File: src/rtl/qu_common.sv
// Shared front-end types and constants.
// Holds the PC width/reset value, redirect cause and front_ctrl state enums.
package qu_common;

   localparam int QU_PC_WIDTH = 32;

   localparam logic [QU_PC_WIDTH-1:0] QU_PC_RESET_VAL = 32'h0000_1000;

   typedef enum logic [1:0] {
      RC_NONE      = 2'd0,
      RC_BRANCH    = 2'd1,
      RC_JUMP      = 2'd2,
      RC_EXCEPTION = 2'd3
   } redirect_cause_t;

   typedef enum logic [1:0] {
      FC_RESET  = 2'd0,
      FC_WARMUP = 2'd1,
      FC_FLUSH  = 2'd2,
      FC_RUN    = 2'd3
   } front_ctrl_state_t;

   // Requests may overlap; the most severe one names the redirect.
   function automatic redirect_cause_t pick_cause(
      input logic br,
      input logic jp,
      input logic ex
   );
      if (ex) begin
         return RC_EXCEPTION;
      end else if (jp) begin
         return RC_JUMP;
      end else if (br) begin
         return RC_BRANCH;
      end
      return RC_NONE;
   endfunction

endpackage

File: src/rtl/front_ctrl.sv
// Front-end pipeline controller: startup warmup, redirect flush, stalls.
// Ports: clk/rst, branch/jump/exception + pc_override requests, stall,
// stage_stall; drives stage_en, fifo_flush, redirect_valid/pc/cause,
// busy and a saturating redirect_count.
module front_ctrl
   import qu_common::*;
#(
   parameter int N_STAGES     = 4,
   parameter int PC_WIDTH     = QU_PC_WIDTH,
   parameter int FLUSH_CYCLES = 2
) (
   input  logic                clk,
   input  logic                rst,
   input  logic                branch,
   input  logic                jump,
   input  logic                exception,
   input  logic [PC_WIDTH-1:0] pc_override,
   input  logic                stall,
   input  logic [N_STAGES-1:0] stage_stall,
   output logic [N_STAGES-1:0] stage_en,
   output logic [N_STAGES-2:0] fifo_flush,
   output logic                redirect_valid,
   output logic [PC_WIDTH-1:0] redirect_pc,
   output redirect_cause_t     redirect_cause,
   output logic                busy,
   output logic [15:0]         redirect_count
);

   localparam int WW = (N_STAGES > 2) ? $clog2(N_STAGES) : 1;
   localparam logic [WW-1:0] W_LAST = WW'(N_STAGES - 1);
   localparam logic [3:0] F_LAST = 4'(FLUSH_CYCLES - 1);

   front_ctrl_state_t state;
   front_ctrl_state_t state_nxt;

   logic [WW-1:0]       w;
   logic [3:0]          fcnt;
   logic                accept;
   logic [N_STAGES-1:0] active;
   logic [N_STAGES-1:0] blocked;
   logic                blk_acc;

   // Requests are ignored in RESET and on any edge where rst is high.
   assign accept = (branch | jump | exception)
                 & ~rst
                 & (state != FC_RESET);

   always_ff @(posedge clk) begin
      if (rst) begin
         state <= FC_RESET;
      end else begin
         state <= state_nxt;
      end
   end

   always_comb begin
      state_nxt = state;
      unique case (state)
         FC_RESET: begin
            state_nxt = FC_WARMUP;
         end
         FC_WARMUP: begin
            if (accept) begin
               state_nxt = FC_FLUSH;
            end else if (!stall && w == W_LAST) begin
               state_nxt = FC_RUN;
            end
         end
         FC_FLUSH: begin
            if (accept) begin
               state_nxt = FC_FLUSH;
            end else if (fcnt == F_LAST) begin
               state_nxt = FC_WARMUP;
            end
         end
         FC_RUN: begin
            if (accept) begin
               state_nxt = FC_FLUSH;
            end
         end
         default: begin
            state_nxt = FC_RESET;
         end
      endcase
   end

   // w only advances while staying in WARMUP; any other path clears it.
   // fcnt restarts on every accepted redirect, stall does not freeze it.
   always_ff @(posedge clk) begin
      if (rst) begin
         w    <= '0;
         fcnt <= '0;
      end else begin
         if (state == FC_WARMUP && state_nxt == FC_WARMUP) begin
            if (!stall) begin
               w <= w + 1'b1;
            end
         end else begin
            w <= '0;
         end
         if (state == FC_FLUSH && state_nxt == FC_FLUSH && !accept) begin
            fcnt <= fcnt + 1'b1;
         end else begin
            fcnt <= '0;
         end
      end
   end

   always_ff @(posedge clk) begin
      if (rst) begin
         redirect_valid <= 1'b0;
         fifo_flush     <= '1;
         redirect_pc    <= PC_WIDTH'(QU_PC_RESET_VAL);
         redirect_cause <= RC_NONE;
         redirect_count <= '0;
      end else begin
         redirect_valid <= accept;
         fifo_flush     <= {(N_STAGES-1){accept}};
         if (accept) begin
            redirect_pc    <= pc_override;
            redirect_cause <= pick_cause(branch, jump, exception);
            if (redirect_count != 16'hFFFF) begin
               redirect_count <= redirect_count + 16'd1;
            end
         end
      end
   end

   // A stall at stage j holds back every stage upstream of it too.
   always_comb begin
      active  = '0;
      blocked = '0;
      blk_acc = stall;
      for (int k = N_STAGES - 1; k >= 0; k--) begin
         blk_acc    = blk_acc | stage_stall[k];
         blocked[k] = blk_acc;
      end
      unique case (state)
         FC_RUN: begin
            active = '1;
         end
         FC_WARMUP: begin
            for (int k = 0; k < N_STAGES; k++) begin
               active[k] = (k <= int'(w));
            end
         end
         default: begin
            active = '0;
         end
      endcase
      stage_en = active & ~blocked;
      busy     = (state != FC_RUN);
   end

endmodule

File: config.mk
export PLATFORM = sky130hd
export DESIGN_NAME = front_ctrl
export DESIGN_NICKNAME = d
export VERILOG_FILES = /design/src/rtl/qu_common.sv /design/src/rtl/front_ctrl.sv
export SDC_FILE = /design/constraint.sdc
export NUM_CORES = 1
export LEC_CHECK = 0
export CORE_UTILIZATION = 40
export DETAILED_ROUTE_END_ITERATION = 10
export PLACE_DENSITY_LB_ADDON = 0.1
export SETUP_SLACK_MARGIN = 0.5
export SLEW_MARGIN = 20
export SYNTH_ARGS = -nofsm -noshare
export SYNTH_HDL_FRONTEND = slang
export SYNTH_SLANG_ARGS = --single-unit
export TNS_END_PERCENT = 100
File: constraint.sdc
create_clock -name clk -period 4.5 [get_ports clk]
set_input_delay 1.125 -clock clk [delete_from_list [all_inputs] [get_ports clk]]
set_output_delay 1.125 -clock clk [all_outputs]
set_load 0.1 [all_outputs]
==> results of run 1 <==
## flip-flops by register name, indices dropped and copies added (netlist names)
name / flops
redirect_pc: 32
redirect_count: 16
fcnt: 4
redirect_cause: 2
state: 2
w: 2
fifo_flush: 1
redirect_valid: 1
## cells by family (layout without fill, tap and decap cells)
logic type,after synthesis,after routing
AOI/OAI and AO/OA,49,49
xor gates and xnor gates,13,13
adders and majority gates,6,6
buffers and inverters,26,128
DFF,60,60
muxes,3,3
and+or+nand+nor,136,136
## layout by cell type (no fill, tap or decap), types with 5 or more instances in the layout
cell                              netlist  routed
sky130_fd_sc_hd__clkbuf_8               0      12
sky130_fd_sc_hd__clkdlybuf4s50_1        0      96
sky130_fd_sc_hd__dfxtp_1               60      60
sky130_fd_sc_hd__ha_1                   6       6
sky130_fd_sc_hd__inv_1                  8       8
sky130_fd_sc_hd__nand2_1               72      72
sky130_fd_sc_hd__nand3_1                5       5
sky130_fd_sc_hd__nand4_1                8       8
sky130_fd_sc_hd__nor2_1                28      28
sky130_fd_sc_hd__nor3_1                 8       7
sky130_fd_sc_hd__o21ai_0               34      34
sky130_fd_sc_hd__xor2_1                 9       9
## metrics by stage
step	hold slack, ns	area, um^2
floorplan	0.4337	2452
global placement	0.4430	3488
detailed placement	0.4508	3488
CTS	0.4601	3724
global route	0.4762	3724
finish	0.4557	3724
## critical path, cell delays in order
cell	delay, ns
sky130_fd_sc_hd__clkdlybuf4s50_1	0.49
sky130_fd_sc_hd__nor2_1	0.13
sky130_fd_sc_hd__nand2_1	0.09
sky130_fd_sc_hd__or3_1	0.36
sky130_fd_sc_hd__nor2_1	0.19
sky130_fd_sc_hd__buf_12	0.20
## where the power goes
| part | switching [W] | leakage, nW | internal [W] |
|---|---|---|---|
| sequential | 0.0000232 | 0.492 | 0.000571 |
| combinational | 0.000362 | 0.751 | 0.000118 |
| clock | 0.000208 | 0.122 | 0.000355 |
## cell type report
cell class,count,area (um^2)
Sequential cell,60,1201
Fill cell,540,2197
Tap cell,75,93.84
Clock buffer,12,165.2
Multi-Input combinational cell,207,1124
Clock inverter,4,70.07
Timing Repair Buffer,102,1031
Inverter,10,38.79
## final timing paths
check / cells past startpoint / startpoint / end / slack, ns
min: 2 / redirect_pc[28] / redirect_pc[28] / 0.46
max: 6 / stall / stage_en[0] / 0.78
max reg2reg: 6 / redirect_count[0] / redirect_count[1] / 2.51
min reg2reg: 2 / redirect_pc[28] / redirect_pc[28] / 0.46
## layer usage
layer | share of wire (%) | GRT usage [%]
met3 | 6.7 | 6.250
met1 | 48 | 23.73
met2 | 44 | 27.95
met5 | 0 | 0
met4 | 1.2 | 8.036
==> run metrics, run 1 <==
synthesized instance count=293; kind of capture point of the worst setup path=output port; count of placed standard cells including taps=454; maximum number of pins on one net before global-route repair=68; outcome=completed; # hold bufs at CTS=0; layout cells sized above 1=7.848%; clock latency on the worst-skew pair=0.34 ns; Layout Utilization=62.89%; post-synthesis instance area=2444 um^2; total power divided by cell area=439.7 nW/um^2; Crit Path Class=input pin to output port; Total Power=0.001637 W; XOR/XNOR share of the synthesized area=4.659%; main combinational cell family by area after synthesis=simple AND/OR/NAND/NOR gates; Yosys cell types=38; Post-Route Skew=0.008790 ns; max_cap viols=0; number of remaining DRC errors=0; count of buffers from port buffering=100; CTS HTree Levels=3; kind of path behind the tightest hold check=register to register; First-pass DRT Iterations=4; required arrival time at the worst endpoint=3.38 ns; maximum net fanout on the critical path=4; global route overflow=0; number of cells in the finished layout apart from fillers=470; TritonCTS buffer count=9; main area contributors after synthesis=sky130_fd_sc_hd__dfxtp_1 49%, sky130_fd_sc_hd__nand2_1 11%, sky130_fd_sc_hd__o21ai_0 7.0%; Synth Register Bits=60; post-synthesis simple-gate area fraction=24.68%; # rows=28; Die Outline Area=6426 um^2; final number of setup-violating endpoints=0; IO Count=101; data arrival time of the critical path=2.59 ns; worst supply voltage drop on vdd=0.2666 mV; CP Launch Type=input pin; mean number of vias per cell=4.791; overall routing resource usage=18.47%; number of antenna violations at the first check in global routing=0; maximum buffer depth of the clock tree=2; unrepaired setup endpoints after global routing=false; placer congestion estimate=0.7760; layout overhead on the synthesized area=52.38%; count of routing violations after the opening detailed-route iteration=92; die outline height=80.16 um; Antenna Diode Count=0; most used standard cells in the synthesized netlist=72 x sky130_fd_sc_hd__nand2_1, 60 x sky130_fd_sc_hd__dfxtp_1, 34 x sky130_fd_sc_hd__o21ai_0; global-route wire length before repair=9080 um; horizontal extent of the die=80.16 um; number of nets still failing antenna checks after routing=0; mean post-synth cell area=8.340 um^2; initial core utilization=41.27%; mean routed wirelength per cell=11.69 um; adder-cell area share of the yosys netlist=3.072%; number of global-route vias before repair=2030; clock tree from TritonCTS=yes; overall via count from detail_route=2252; library cell with the largest summed area after synthesis=sky130_fd_sc_hd__dfxtp_1; fin. max-slew vios=0; CTS-repair resized insts=0; post-CTS setup buffers=0; number of failing hold endpoints at the final stage=0; Post-Syn Nets=341; HPWL after detailed placement=3786 um; CTS Root Cell=sky130_fd_sc_hd__clkbuf_8; actual slew at the worst max-slew pin=1.004 ns; share of the yosys chip area belonging to registers=49.16%; area of the core=5921 um^2; share of async-settable or async-resettable flops after synthesis=0%; Tcrit/Tclk final=82.59%; Pleak=1.365 nW; worst slew margin relative to its limit=32.87%; total negative setup slack=0 ns; Nets=438; Peak Freq=269.1 MHz; Most used DFF post-synth=sky130_fd_sc_hd__dfxtp_1; TritonCTS sink count=60; minimum clock period after layout=3.716 ns; most frequent cell after synthesis=sky130_fd_sc_hd__nand2_1; count of flip-flops with a built-in enable after synthesis=0; routed wire length=5493 um; Worst Slack Setup Final=0.7835 ns; worst setup slack before clock tree synthesis=0.7717 ns; Ys Warns=0; mux cell area share after synthesis=1.229%; clock-pin slew on the worst setup and hold paths=0.07 ns; fraction of the mapped netlist area in compound gates=11.98%; area fraction of the dominant cell type after synthesis=49.16%
(Power assumes the default switching activity.)
==> inputs of run 2 (changes only) <==
--- a/config.mk
+++ b/config.mk
@@ -5,7 +5,7 @@
 export SDC_FILE = /design/constraint.sdc
 export NUM_CORES = 1
 export LEC_CHECK = 0
-export CORE_UTILIZATION = 40
+export CORE_UTILIZATION = 38
 export DETAILED_ROUTE_END_ITERATION = 10
 export PLACE_DENSITY_LB_ADDON = 0.1
 export SETUP_SLACK_MARGIN = 0.5
==> constraint.sdc (replaced) <==
create_clock -name clk -period 3.07 [get_ports clk]
set_input_delay 0.7675 -clock clk [delete_from_list [all_inputs] [get_ports clk]]
set_output_delay 0.7675 -clock clk [all_outputs]
set_load 0.1 [all_outputs]
==> run 2 against run 1 <==
Against the previous run: flip-flop and latch count unchanged; critical path depth shrank 2; total power is 46% higher; utilization down 2.1 points; sequential share of layout area rose by 0.36 points; critical path type unchanged; critical endpoint is now stage_en[1].
==> run metrics, run 2 (same netlist as run 1, synthesis figures left out) <==
area of the core=6061 um^2 (+2.4%); routing usage on met3=7.033% (+0.78 points); Total Power=0.002388 W (+46%); Peak Freq=391.6 MHz; CP Cell Sequence=dlygate4sd2_1, or3_4, a21oi_4, buf_12; # rows=28 (unchanged); mean number of vias per cell=4.788 (about the same); global route overflow=0 (unchanged); Worst Slack Setup Final=0.5165 ns (-0.2670 ns); HPWL after detailed placement=3992 um (+5.5%); required arrival time at the worst endpoint=2.30 ns (-1.08 ns); outcome=completed; initial core utilization=40.32% (-0.95 points); number of failing hold endpoints at the final stage=0 (unchanged); Pleak=1.500 nW (+9.9%); routing usage on met1=22.09% (-1.6 points); clock-pin slew on the worst setup and hold paths=0.06 ns (about the same); worst setup slack before clock tree synthesis=0.1194 ns (-0.6523 ns); overall via count from detail_route=2279 (+1.2%); Nets=444 (+1.4%); max_cap viols=0 (unchanged); number of antenna violations at the first check in global routing=0 (unchanged); CTS HTree Levels=3 (unchanged); # hold bufs at CTS=0 (unchanged); Die Outline Area=6755 um^2 (+5.1%); Most flops, register=redirect_pc; maximum number of pins on one net before global-route repair=47 (-31%); IO Count=101 (unchanged); Layout Utilization=60.76% (-2.1 points); slowest CP cell=sky130_fd_sc_hd__or3_4; die outline height=82.19 um (+2.5%); hold path depth=2 (unchanged); data arrival time of the critical path=1.79 ns (-0.80 ns); most common cell after layout, fill and taps aside=sky130_fd_sc_hd__nand2_1; number of buffer and inverter instances along the worst setup path=2 (unchanged); Post-Route Skew=0.007014 ns (-0.001775 ns); number of nets still failing antenna checks after routing=0 (unchanged); First-pass DRT Iterations=7 (+3); placer congestion estimate=0.7423 (-4.3%); total negative setup slack=0 ns (unchanged); total power divided by cell area=648.4 nW/um^2 (+47%); worst supply voltage drop on vdd=0.3324 mV (+25%); met2 Usage GRT=28.02% (+0.068 points); Post-Route Hold Slack=0.4559 ns (+0.0002340 ns); clock latency on the worst-skew pair=0.33 ns (about the same); R2R setup slack=1.05 ns (-1.46 ns); reg-to-reg endpoint=redirect_count[1]; layer with the highest usage after global routing=met2; launch instance of the worst register-to-register path=redirect_count[0]; layout cells sized above 1=24.69% (+17 points); Worst Hold Launch=redirect_pc[6]; number of global-route vias before repair=2014 (-0.79%); most used cells in the layout excluding fill and tap cells=71 x sky130_fd_sc_hd__nand2_1, 63 x sky130_fd_sc_hd__buf_4, 60 x sky130_fd_sc_hd__dfxtp_1; layout overhead on the synthesized area=50.69%; minimum clock period after layout=2.554 ns; Tcrit/Tclk final=83.18%; worst slew margin relative to its limit=58.83% (+26 points); kind of capture point of the worst setup path=output port; TritonCTS sink count=60 (unchanged); count of routing violations after the opening detailed-route iteration=83 (-9.8%); clock tree from TritonCTS=yes; maximum buffer depth of the clock tree=2 (unchanged); count of buffers from port buffering=100 (unchanged); CTS Root Cell=sky130_fd_sc_hd__clkbuf_8; max reg flops=32 (unchanged); CP Launch Type=input pin; kind of path behind the tightest hold check=register to register; slowest cell delay on critical path=0.42 ns (-0.07 ns); depth of the worst register-to-register path=6 (unchanged); TritonCTS buffer count=9 (unchanged); final number of setup-violating endpoints=0 (unchanged); unrepaired setup endpoints after global routing=false; actual slew at the worst max-slew pin=0.6167 ns (-0.3872 ns); maximum net fanout on the critical path=2 (-2); horizontal extent of the die=82.19 um (+2.5%); cell family with the largest share of critical-path delay=buffers and inverters; overall routing resource usage=17.93% (-0.54 points); fin. max-slew vios=0 (unchanged); total number of cells along the worst setup path=4 (-2); mean routed wirelength per cell=12.11 um (+3.6%); Crit Path Class=input pin to output port; routed wire length=5762 um (+4.9%); global-route wire length before repair=9232 um (+1.7%); Hold EP=redirect_pc[6]; largest registers=redirect_pc x32, redirect_count x16, fcnt x4; Antenna Diode Count=0 (unchanged); number of remaining DRC errors=0 (unchanged)
run 2: cell count changes in the layout (fill, tap and decap cells not counted), sizes merged:
| cell | previous run | this run |
|---|---|---|
| buf | 6 | 69 |
| clkdlybuf4s50 | 96 | 37 |
| dlygate4sd2 | 0 | 2 |
run 2: metrics by stage:
stage	instances	area, um^2
after floorplan	293	2485
after global placement	458	3438
after detailed placement	458	3438
after CTS	475	3675
after global routing	476	3682
final	476	3682
run 2: what timing repair did:
action / 4_1_cts / 5_1_grt
gates resized for setup: 9 / 2
pin swaps: 1 / 2
endpoints found under the setup margin: 3 / 1
setup buffers: 1 / 1
run 2: layout make-up:
type                       count  area, um^2
clock buffer                  12       165.2
clock inverter                 4       70.07
fill                         562        2379
inverter                      10       38.79
multi-input combinational    207        1156
sequential                    60        1201
tap                           75       93.84
timing repair buffer         108       957.2
run 2: per-layer routing:
layer	wire, um	vias to the layer above
li1	-	1192
met1	2708	1016
met2	2594	67
met3	410	4
met4	49	0
met5	0	-
run 2: where the power goes:
| group | leakage, nW | switching (W) | internal [W] | total [W] |
|---|---|---|---|---|
| registers | 0.492 | 0.0000343 | 0.000837 | 0.000872 |
| logic | 0.886 | 0.000536 | 0.000158 | 0.000694 |
| clock network | 0.122 | 0.000301 | 0.000521 | 0.000822 |
| total | 1.50 | 0.000871 | 0.00152 | 0.00239 |
run 2: worst reg2reg max path, cell delays in order (launching register included):
cell                      delay (ns)
sky130_fd_sc_hd__dfxtp_1        0.42
sky130_fd_sc_hd__ha_1           0.22
sky130_fd_sc_hd__nand2_1        0.12
sky130_fd_sc_hd__or3_1          0.51
sky130_fd_sc_hd__o21ai_4        0.35
sky130_fd_sc_hd__mux2i_1        0.23
sky130_fd_sc_hd__nor2_1         0.05
run 2: worst max-delay path by stage:
stage	start	end
floorplan	stall	stage_en[2]
global placement	stall	stage_en[1]
detailed placement	stall	stage_en[1]
CTS	stage_stall[3]	stage_en[1]
global route	stall	stage_en[1]
finish	stage_stall[2]	stage_en[1]
==> inputs of run 3 (changes only) <==
--- a/config.mk
+++ b/config.mk
@@ -5,7 +5,7 @@
 export SDC_FILE = /design/constraint.sdc
 export NUM_CORES = 1
 export LEC_CHECK = 0
-export CORE_UTILIZATION = 38
+export CORE_UTILIZATION = 40
 export DETAILED_ROUTE_END_ITERATION = 10
 export PLACE_DENSITY_LB_ADDON = 0.1
 export SETUP_SLACK_MARGIN = 0.5
==> constraint.sdc (replaced) <==
create_clock -name clk -period 2.4 [get_ports clk]
set_input_delay 0.6 -clock clk [delete_from_list [all_inputs] [get_ports clk]]
set_output_delay 0.6 -clock clk [all_outputs]
set_load 0.1 [all_outputs]
==> run 3 against run 2 <==
Against the previous run: clock skew rose by 0.0040 ns; global-route usage is 0.13 points higher; critical path depth increased by 2; sequential power rose by 27%; largest power group unchanged.
==> run metrics, run 3 (same netlist as run 1, synthesis figures left out) <==
cell family with the largest share of critical-path delay=simple AND/OR/NAND/NOR gates; final number of setup-violating endpoints=0 (unchanged); required arrival time at the worst endpoint=1.80 ns (-0.50 ns); largest registers=redirect_pc x32, redirect_count x16, fcnt x4; overall via count from detail_route=2344 (+2.9%); number of antenna violations at the first check in global routing=0 (unchanged); overall routing resource usage=18.06% (+0.13 points); Pleak=1.569 nW (+4.6%); fin. max-slew vios=0 (unchanged); # hold bufs at CTS=0 (unchanged); clock tree from TritonCTS=yes; minimum clock period after layout=2.187 ns; DP Area=3540 um^2 (+2.9%); outcome=completed; maximum net fanout on the critical path=2 (unchanged); data arrival time of the critical path=1.59 ns (-0.20 ns); Antenna Diode Count=0 (unchanged); IO Count=101 (unchanged); Tcrit/Tclk final=91.12%; First-pass DRT Iterations=4 (-3); Crit Path Class=input pin to output port; max reg flops=32 (unchanged); number of buffer and inverter instances along the worst setup path=2 (unchanged); initial core utilization=41.27% (+0.95 points); Most flops, register=redirect_pc; footprint of the flip-flops and latches=1259 um^2 (+4.8%); # rows=28 (unchanged); count of routing violations after the opening detailed-route iteration=58 (-30%); slowest cell delay on critical path=0.40 ns (-0.02 ns); global-route wire length before repair=9128 um (-1.1%); maximum buffer depth of the clock tree=2 (unchanged); unrepaired setup endpoints after global routing=true; routed wire length=6031 um (+4.7%); max_cap viols=0 (unchanged); Die Outline Area=6426 um^2 (-4.9%); Layout Utilization=65.45% (+4.7 points); HPWL after detailed placement=3997 um (+0.12%); clock-pin slew on the worst setup and hold paths=0.06 ns (about the same); CP Launch Type=input pin; kind of capture point of the worst setup path=output port; layout cells sized above 1=32.19% (+7.5 points); CTS Root Cell=sky130_fd_sc_hd__clkbuf_8; layout overhead on the synthesized area=58.58%; kind of path behind the tightest hold check=register to register; switching pwr=0.001125 W (+29%); number of failing hold endpoints at the final stage=0 (unchanged); CTS HTree Levels=3 (unchanged); number of remaining DRC errors=0 (unchanged); die outline height=80.16 um (-2.5%); fraction of power spent switching nets=39.27% (+2.8 points); number of nets still failing antenna checks after routing=0 (unchanged); final instance area=3875 um^2 (+5.2%); placer congestion estimate=0.7674 (+3.4%); clock power share=29.2% (-5.2 points); worst slew margin relative to its limit=73.62% (+15 points); footprint of the multi-input gates=1236 um^2 (+6.9%); portion of total power attributed to sequential cells=38.6% (+2.1 points); worst supply voltage drop on vdd=0.4809 mV (+45%); count of buffers from port buffering=100 (unchanged); global route overflow=0 (unchanged); horizontal extent of the die=80.16 um (-2.5%); Post-Route Skew=0.01105 ns (+0.004038 ns); power share of the combinational group=32.2% (+3.1 points); number of global-route vias before repair=2062 (+2.4%); most common cell after layout, fill and taps aside=sky130_fd_sc_hd__nand2_1; mean number of vias per cell=4.863 (+1.6%); design internal power=0.001739 W (+15%); area of the core=5921 um^2 (-2.3%); TritonCTS sink count=60 (unchanged); Nets=451 (+1.6%); maximum number of pins on one net before global-route repair=68 (+45%); actual slew at the worst max-slew pin=0.3949 ns (-0.2218 ns); slowest CP cell=sky130_fd_sc_hd__or3_4; fill cell count=520 (-7.5%); TritonCTS buffer count=9 (unchanged); CP Cell Sequence=buf_6, nor2_4, nand2_2, or3_4, a21oi_4, buf_12; total power divided by cell area=739.1 nW/um^2 (+14%); clock latency on the worst-skew pair=0.32 ns (about the same); most used cells in the layout excluding fill and tap cells=71 x sky130_fd_sc_hd__nand2_1, 66 x sky130_fd_sc_hd__buf_4, 40 x sky130_fd_sc_hd__dfxtp_1; mean routed wirelength per cell=12.51 um (+3.4%); Peak Freq=457.3 MHz
[run 3: cell types whose count changed in the layout (fill, tap and decap cells not counted), moves of 3 or more]
cell                              before  now
sky130_fd_sc_hd__buf_4                63   66
sky130_fd_sc_hd__clkdlybuf4s50_1      37   34
sky130_fd_sc_hd__dfxtp_4               0   13
sky130_fd_sc_hd__dlymetal6s2s_1        0    3
sky130_fd_sc_hd__dfxtp_1              60   40
sky130_fd_sc_hd__dfxtp_2               0    7
[run 3: metrics by stage]
| stage | std cells | hold slack (ns) | power, W | setup WS, ns | setup TNS (ns) |
|---|---|---|---|---|---|
| CTS | 475 | 0.4602 | 0.002862 | 0.1956 | 0 |
| global placement | 459 | 0.4440 | 0.002019 | -0.1469 | -0.2539 |
| global route | 482 | 0.4808 | 0.002990 | 0.1724 | 0 |
| finish | 482 | 0.4567 | 0.002864 | 0.2131 | 0 |
| floorplan | 293 | 0.4337 | 0.001802 | 0.09427 | 0 |
| detailed placement | 459 | 0.4516 | 0.002027 | -0.1543 | -0.2845 |
[run 3: worst paths after layout]
kind                      from  depth (start not counted)                end  slack [ns]
max             stage_stall[3]                          6        stage_en[1]        0.21
max reg2reg  redirect_count[1]                          7  redirect_count[3]        0.56
min             redirect_pc[2]                          2     redirect_pc[2]        0.46
min reg2reg     redirect_pc[2]                          2     redirect_pc[2]        0.46
[run 3: power groups by stage]
stage / clock network, W / logic (W) / registers [W]
2_1_floorplan: 0 / 0.000172 / 0.00163
6_report: 0.000835 / 0.000923 / 0.00111
3_3_place_gp: 0 / 0.000895 / 0.00112
5_1_grt: 0.000915 / 0.000960 / 0.00112
4_1_cts: 0.000855 / 0.000901 / 0.00111
3_5_place_dp: 0 / 0.000900 / 0.00113
[run 3: tightest hold or removal path, delay by kind of cell (launching register included)]
kind	cells	cell delay, ns
AOI/OAI and AO/OA	1	0.06
and+or+nand+nor	1	0.05
DFF	1	0.31
[run 3: layout make-up]
class                      instances  share of cell area [%]
sequential                        60                   32.48
multi-input combinational        208                   31.90
timing repair buffer             114                   27.28
clock buffer                      11                   4.198
tap                               75                   2.422
inverter                          10                   1.162
clock inverter                     4                  0.5489
[run 3: repair_timing]
item / in CTS / in global routing
cloned: 0 / 2
hold endpoints to repair: 0 / 0
resized for setup: 21 / 11
buffers inserted: 1 / 5
pin swaps: 6 / 6
endpoints found under the setup margin: 5 / 38
[run 3: metal layers]
layer	routed length, um	part of all wire, %	GRT usage [%]
met3	272	4.5	4.318
met4	79	1.3	7.857
met1	2838	47	22.54
met2	2840	47	29.49
met5	0	0	0
